`config.mk`:
```
export PLATFORM = sky130hd
export DESIGN_NAME = ahb_out_arbiter_param
export DESIGN_NICKNAME = d
export VERILOG_FILES = /design/src/rtl/ahb_out_arbiter_param.sv
export SDC_FILE = /design/constraint.sdc
export NUM_CORES = 1
export LEC_CHECK = 0
export ABC_AREA = 1
export CAP_MARGIN = 20
export CORE_AREA = 2 2 39 41
export DETAILED_ROUTE_END_ITERATION = 16
export DIE_AREA = 0 0 41 43
export GPL_TIMING_DRIVEN = 0
export PLACE_DENSITY = 0.56
export SLEW_MARGIN = 20
export SYNTH_ARGS = -nofsm -noshare
export SYNTH_HDL_FRONTEND = slang
export SYNTH_SLANG_ARGS = --single-unit
```
`constraint.sdc`:
```
create_clock -name HCLK -period 1.5 [get_ports HCLK]
set_input_delay 0.3 -clock HCLK [delete_from_list [all_inputs] [get_ports HCLK]]
set_output_delay 0.3 -clock HCLK [all_outputs]
set_load 0.01 [all_outputs]
```
`src/rtl/ahb_out_arbiter_param.sv`:
```
// Output-stage arbiter for one AHB matrix output: picks which of NUM_PORTS input stages drives the slave port.
// Latency: one accepted HCLK cycle from request to addr_in_port/no_port (all outputs registered).
// Backpressure: state advances only on cycles with HREADYM=1; lock and (ARB_BURST_HOLD_EN) fixed-burst beats hold the grant.
module ahb_out_arbiter_param #(
  parameter int NUM_PORTS = 4,   // 2..16
  parameter int PORT_W    = 2,   // NUM_PORTS <= 2**PORT_W
  parameter int ARB_MODE  = 0    // 0 = fixed priority (port 0 highest), 1 = round-robin
) (
  input  logic                 HCLK,
  input  logic                 HRESETn,
  input  logic [NUM_PORTS-1:0] req_port,
  input  logic                 HREADYM,
  input  logic                 HSELM,
  input  logic [1:0]           HTRANSM,
  input  logic [2:0]           HBURSTM,
  input  logic                 HMASTLOCKM,
  output logic [PORT_W-1:0]    addr_in_port,
  output logic                 no_port,
  output logic                 burst_active
);

  localparam logic [1:0] TR_IDLE = 2'b00;

  logic [PORT_W-1:0]    last_grant;
  logic [NUM_PORTS-1:0] eff_req;
  logic [PORT_W-1:0]    grant;
  logic                 burst_hold;
  logic                 cur_active;

  // The currently granted port keeps requesting while its own transfer is live on the bus.
  assign cur_active = !no_port && HSELM && (HTRANSM != TR_IDLE);

  // Effective request vector: external requests plus the implicit request of the owner.
  always_comb begin
    eff_req = req_port;
    for (int i = 0; i < NUM_PORTS; i++) begin
      if (cur_active && (addr_in_port == PORT_W'(i))) eff_req[i] = 1'b1;
    end
  end

  // Grant selection: lowest index in fixed mode, circular scan after last_grant in round-robin mode.
  always_comb begin
    grant = '0;
    if (ARB_MODE == 0) begin
      for (int i = NUM_PORTS - 1; i >= 0; i--) begin
        if (eff_req[i]) grant = PORT_W'(i);
      end
    end else begin
      for (int k = NUM_PORTS; k >= 1; k--) begin
        int idx;
        idx = int'(last_grant) + k;
        if (idx >= NUM_PORTS) idx = idx - NUM_PORTS;
        // Scanning downward means the nearest candidate after last_grant is written last and wins.
        if (eff_req[idx]) grant = PORT_W'(idx);
      end
    end
  end

`ifdef ARB_BURST_HOLD_EN
  localparam logic [1:0] TR_BUSY   = 2'b01;
  localparam logic [1:0] TR_NONSEQ = 2'b10;
  localparam logic [1:0] TR_SEQ    = 2'b11;

  logic [3:0] beat_cnt;
  logic       fixed_burst;

  // WRAP4/INCR4 and longer are fixed-length; SINGLE and INCR may be interrupted.
  assign fixed_burst = (HBURSTM[2:1] != 2'b00);

  // Keep the grant until the final SEQ beat of a fixed-length burst is on the bus.
  assign burst_hold = HSELM && (((HTRANSM == TR_NONSEQ) && fixed_burst) ||
                                ((HTRANSM == TR_SEQ)    && (beat_cnt >= 4'd2)) ||
                                ((HTRANSM == TR_BUSY)   && (beat_cnt != 4'd0)));
  assign burst_active = (beat_cnt != 4'd0);

  // Beat counter: remaining SEQ beats of the current fixed-length burst.
  always_ff @(posedge HCLK) begin
    if (!HRESETn) begin
      beat_cnt <= 4'd0;
    end else if (HREADYM) begin
      if (!HSELM) begin
        beat_cnt <= 4'd0;
      end else begin
        case (HTRANSM)
          TR_NONSEQ: begin
            case (HBURSTM)
              3'b010, 3'b011: beat_cnt <= 4'd3;
              3'b100, 3'b101: beat_cnt <= 4'd7;
              3'b110, 3'b111: beat_cnt <= 4'd15;
              default:        beat_cnt <= 4'd0;
            endcase
          end
          TR_SEQ:  if (beat_cnt != 4'd0) beat_cnt <= beat_cnt - 4'd1;
          TR_BUSY: beat_cnt <= beat_cnt;
          default: beat_cnt <= 4'd0;
        endcase
      end
    end
  end
`else
  logic unused_burst;
  assign unused_burst = ^HBURSTM;
  assign burst_hold   = 1'b0;
  assign burst_active = 1'b0;
`endif

  // Grant registers: lock and burst hold freeze the grant, otherwise re-arbitrate.
  always_ff @(posedge HCLK) begin
    if (!HRESETn) begin
      addr_in_port <= '0;
      no_port      <= 1'b1;
      last_grant   <= PORT_W'(NUM_PORTS - 1);
    end else if (HREADYM) begin
      if (!HMASTLOCKM && !burst_hold) begin
        if (|eff_req) begin
          addr_in_port <= grant;
          no_port      <= 1'b0;
          last_grant   <= grant;
        end else begin
          no_port      <= !HSELM;
        end
      end
    end
  end

endmodule

```
After elaboration in Yosys (flattened, before gate mapping)
Index checks and enable logic that the tools add are counted.
{"block": "totals", "output_inout_bits": 4, "reg_bits": 3, "input_bits": 14, "word_cells": 28}
{"block": "op_classes", "reduce_logical": 13, "bitwise_logic": 1, "n_eq_ne": 3, "muxes": 9}
{"operator": "2-bit 2-to-1 mux", "n": 4}
{"operator": "1-bit logical AND", "n": 6}
{"operator": "1-bit 2-to-1 mux", "n": 5}
{"operator": "2-bit == test, second input constant", "n": 2}
{"operator": "4-bit OR reduction", "n": 1}
{"operator": "3-bit AND reduction", "n": 1}
{"operator": "2-bit by 1-bit == test with 1-bit output, second input constant", "n": 1}
{"operator": "1-bit logical NOT", "n": 2}
{"operator": "2-bit logical NOT", "n": 1}
{"operator": "2-bit AND reduction", "n": 1}
{"operator": "2-bit nonzero test", "n": 1}
{"operator": "1-bit NOT", "n": 1}

Longest topological paths before layout
{"block": "depth", "word_depth": 9, "ltp_mapped": 11, "depth_no_buf": 11}

Worst setup path before layout
Ideal clock, no wire load.
{"block": "synth_timing", "kind": "reg2reg", "startpoint": "reg addr_in_port[0]", "endpoint": "reg addr_in_port[0]", "setup_time_ns": 0.114, "setup_slack_ns": 0.377, "path_stages_with_launch": 10, "t_arrival_ns": 1.009, "path_buffers": 0, "required_time_ns": 1.386, "synth_period_minus_slack_ns": 1.123, "path_cell_list": "dfxtp_1 inv_2 nor2_1 nand3_1 nand2_2 nor2_2 nand2_1 nand2_1 nor2_1 nor2_2"}
{"block": "synth_between", "elab_chain_cells": 7, "elab_cells_between_ends": 18, "classes_between": "3 x eq/ne; 8 x mux; 7 x reduce/logical"}
{"item": "start: declaration", "line_no": "17", "rtl": "output logic [PORT_W-1:0] addr_in_port,"}
{"item": "start signal: assignment", "line_no": "116", "rtl": "addr_in_port <= grant;"}
{"item": "2-bit == test", "line_no": "37", "rtl": "if (cur_active && (addr_in_port == PORT_W'(i))) eff_req[i] = 1'b1;"}
{"item": "1-bit logical AND", "line_no": "37"}
{"item": "1-bit 2-to-1 mux", "line_no": "37"}
{"item": "2-bit 2-to-1 mux (4 in a row)", "line_no": "46", "rtl": "if (eff_req[i]) grant = PORT_W'(i);"}
Several ways; a longest one is shown, not always the timed one.
A chain may end at the register's enable or synchronous reset.

Final worst setup path
{"block": "layout_timing", "startpoint": "in HSELM", "endpoint": "reg addr_in_port[0]"}
{"block": "layout_between", "elab_chain_cells": 8, "elab_cells_between_ends": 16, "classes_between": "8 x mux; 8 x reduce/logical"}
{"item": "start: declaration", "line_no": "13", "rtl": "input logic HSELM,"}
{"item": "1-bit logical AND (*) (2 in a row)", "line_no": "31", "rtl": "assign cur_active = !no_port && HSELM && (HTRANSM != TR_IDLE);"}
{"item": "1-bit logical AND", "line_no": "37"}
{"item": "1-bit 2-to-1 mux", "line_no": "37"}
{"item": "2-bit 2-to-1 mux (4 in a row)", "line_no": "46"}
Mark *: on every way between the ends. The rest lies on a longest branch, timed or not.

==> flow_metrics.py <==
metrics = {
    "run_status": {
        "run_status": "complete, no violations",
    },
    "floorplan": {
        "die_y_um": 43,
        "dieArea_sq_um": 1760,
        "io_pins": 18,
        "start_util_pct": 21.2,
        "row_count": 14,
        "die_w_um": 41,
        "core_sq_um": 1380,
    },
    "cells_and_area": {
        "diodes": 0,
        "drive_above_1_share_pct": 23.2,
        "final_area_sq_um": 470,
        "nNetsFinal": 84,
        "area_delta_synth_final_pct": 60.0,
        "postLayoutCoreUtil_pct": 34.0,
        "final_cell_mix": "inv_1 (10), clkdlybuf4s50_1 (10), nor2_1 (7), nand2_2 (6), nand2_1 (6)",
    },
    "route": {
        "post_drt_wl_per_cell_um": 7.82,
        "first_pass_iters": 2,
        "ant_nets": 0,
        "detail_route.iter0.violations": 2,
        "drc": 0,
        "vias": 331,
        "wirelength_um": 665,
        "via_per_inst": 3.89,
    },
    "logic_synthesis": {
        "yosys.area.top_type": "dfxtp_1",
        "synth_cells": 52,
        "syn_area_per_cell_sq_um": 5.65,
        "ys_seq_area_share_pct": 20.4,
        "synth_top_area_share_pct": 20.4,
        "synth_cell_type_count": 16,
        "ys_warn_count": 0,
        "syn_nets": 66,
        "yosys_register_bits": 3,
        "syn_area_sq_um": 294,
        "synthTopCellsByArea": "dfxtp_1 (20%), inv_1 (13%), nand2_2 (13%)",
    },
    "global_routing": {
        "antenna_found_initial": 0,
        "grt_overflow_total": 0,
        "grtUsageMet2_pct": 14.4,
        "grt_use_total_pct": 10.3,
        "grt_busiest_layer": "met2",
        "grt_pass1_vias": 309,
        "grt_max_degree": 6,
        "grt_pass1_wl_um": 1170,
        "met1_usage_pct": 11.1,
        "grtUsageMet3_pct": 3.66,
    },
    "clock_tree": {
        "cts_setup_buffers": 0,
        "cts_root_buf": "clkbuf_4",
        "clk_path_buf_depth": 2,
        "path_clk_slew_ns": 0.04,
        "cts-buffers-inserted": 3,
        "cts_htree_levels": 1,
        "cts_hold_buf": 0,
        "tritoncts": "yes",
        "clk_latency_ns": 0.24,
        "clock_sinks": 3,
    },
    "sta": {
        "fmax_ghz": 0.729,
        "timing.final.crit_share_pct": 91.4,
        "setup_viol": 0,
        "finalMaxSlewViolations": 0,
        "finalHoldViolations": 0,
        "clock_skew_ns": 0.00538,
        "rsz0062_at_grt": "false",
        "finalWorstSetupSlack_ns": 0.129,
        "finalCriticalPeriod_ns": 1.37,
    },
    "power": {
        "powerDensity_nw_per_um2": 685,
        "p_leak_nw": 0.245,
        "ir_drop_mv": 0.193,
    },
    "critical_path": {
        "cp_max_fo": 3,
        "path_class": "in2reg",
        "crit_path_end_kind": "flop",
        "startpoint_type": "primary input",
        "cp-startpoint": "HSELM",
        "reg2reg_from": "addr_in_port[1]",
        "cp_data_required_time_ns": 1.63,
        "arrival_ns": 1.50,
    },
    "hold_path": {
        "holdCritStartpoint": "addr_in_port[1]",
        "hp-class": "reg2reg",
    },
    "place": {
        "dp_hpwl_um": 536,
        "io_buffers": 13,
        "gp_congestion": 0.713,
        "dpl_worst_slack_ns": -0.113,
        "dpl-instance-area_sq_um": 444,
    },
    "run": {
        "maxCapViolations": 0,
    },
}
[critical path: stages]
cell and delay (ns):
clkdlybuf4s50_1 0.48, inv_1 0.08, nor2_4 0.10, nand3_1 0.09, nand2_2 0.08, nor2_2 0.06, nand2_1 0.06, nand2_1 0.06
nor2_1 0.14, nor2_2 0.05
[cell families after synthesis]
group	synth area share [%]
simple gates	48.5
buf+inv	20.4
compound gates	9.36
flops	20.4
other cells	1.28
[per-stage QoR]
stage / hold WS (ns) / std cells / setup TNS [ns] / total power [mW]
6_report: 0.523 / 85 / 0 / 0.322
5_1_grt: 0.567 / 85 / 0 / 0.355
4_1_cts: 0.524 / 85 / 0 / 0.331
3_5_place_dp: 0.518 / 81 / -0.118 / 0.182
3_3_place_gp: 0.517 / 81 / -0.0967 / 0.181
2_1_floorplan: 0.399 / 52 / 0 / 0.138
[cell usage after synthesis, drive strengths merged]
cell and number:
conb 1, nand3 4, o21ai 2, nand4 1, o211ai 1, buf 1
nand2 12, nor2 11, inv 12, clkinv 2, a21oi 2, dfxtp 3
[cell type report]
type / instances / area (sq um)
plain buffers: 1 / 7.51
well taps: 16 / 20.0
fillers: 171 / 913
clock buffers: 4 / 26.3
inverters: 14 / 52.6
flip-flops and latches: 3 / 60.1
repair buffers: 13 / 130
multi-input cells: 34 / 174
[metal layers]
| layer | vias up | wire, um |
|---|---|---|
| met5 | - | 0 |
| met4 | 0 | 0 |
| met3 | 0 | 57 |
| met2 | 8 | 313 |
| met1 | 138 | 293 |
| li1 | 185 | - |
[state kept, by name, summed over array words and instances (netlist names)]
name and cells:
addr_in_port 2, no_port 1
[power breakdown]
part	internal, mW	switching [mW]
logic	0.0462	0.0394
clock network	0.0999	0.0450
registers	0.0856	0.00627
[path summary, 6_finish.rpt]
| kind | cells past startpoint | to | slack [ns] |
|---|---|---|---|
| max reg2reg | 9 | addr_in_port[0] | 0.33 |
| min | 2 | addr_in_port[1] | 0.52 |
| min reg2reg | 2 | addr_in_port[1] | 0.52 |
| max | 10 | addr_in_port[0] | 0.13 |
[timing repair]
item / CTS / global route
endpoints found under the setup margin: 2 / 1
gates cloned: 0 / 0
resized for setup: 2 / 1
No activity file was read; power rests on OpenSTA's default activity.
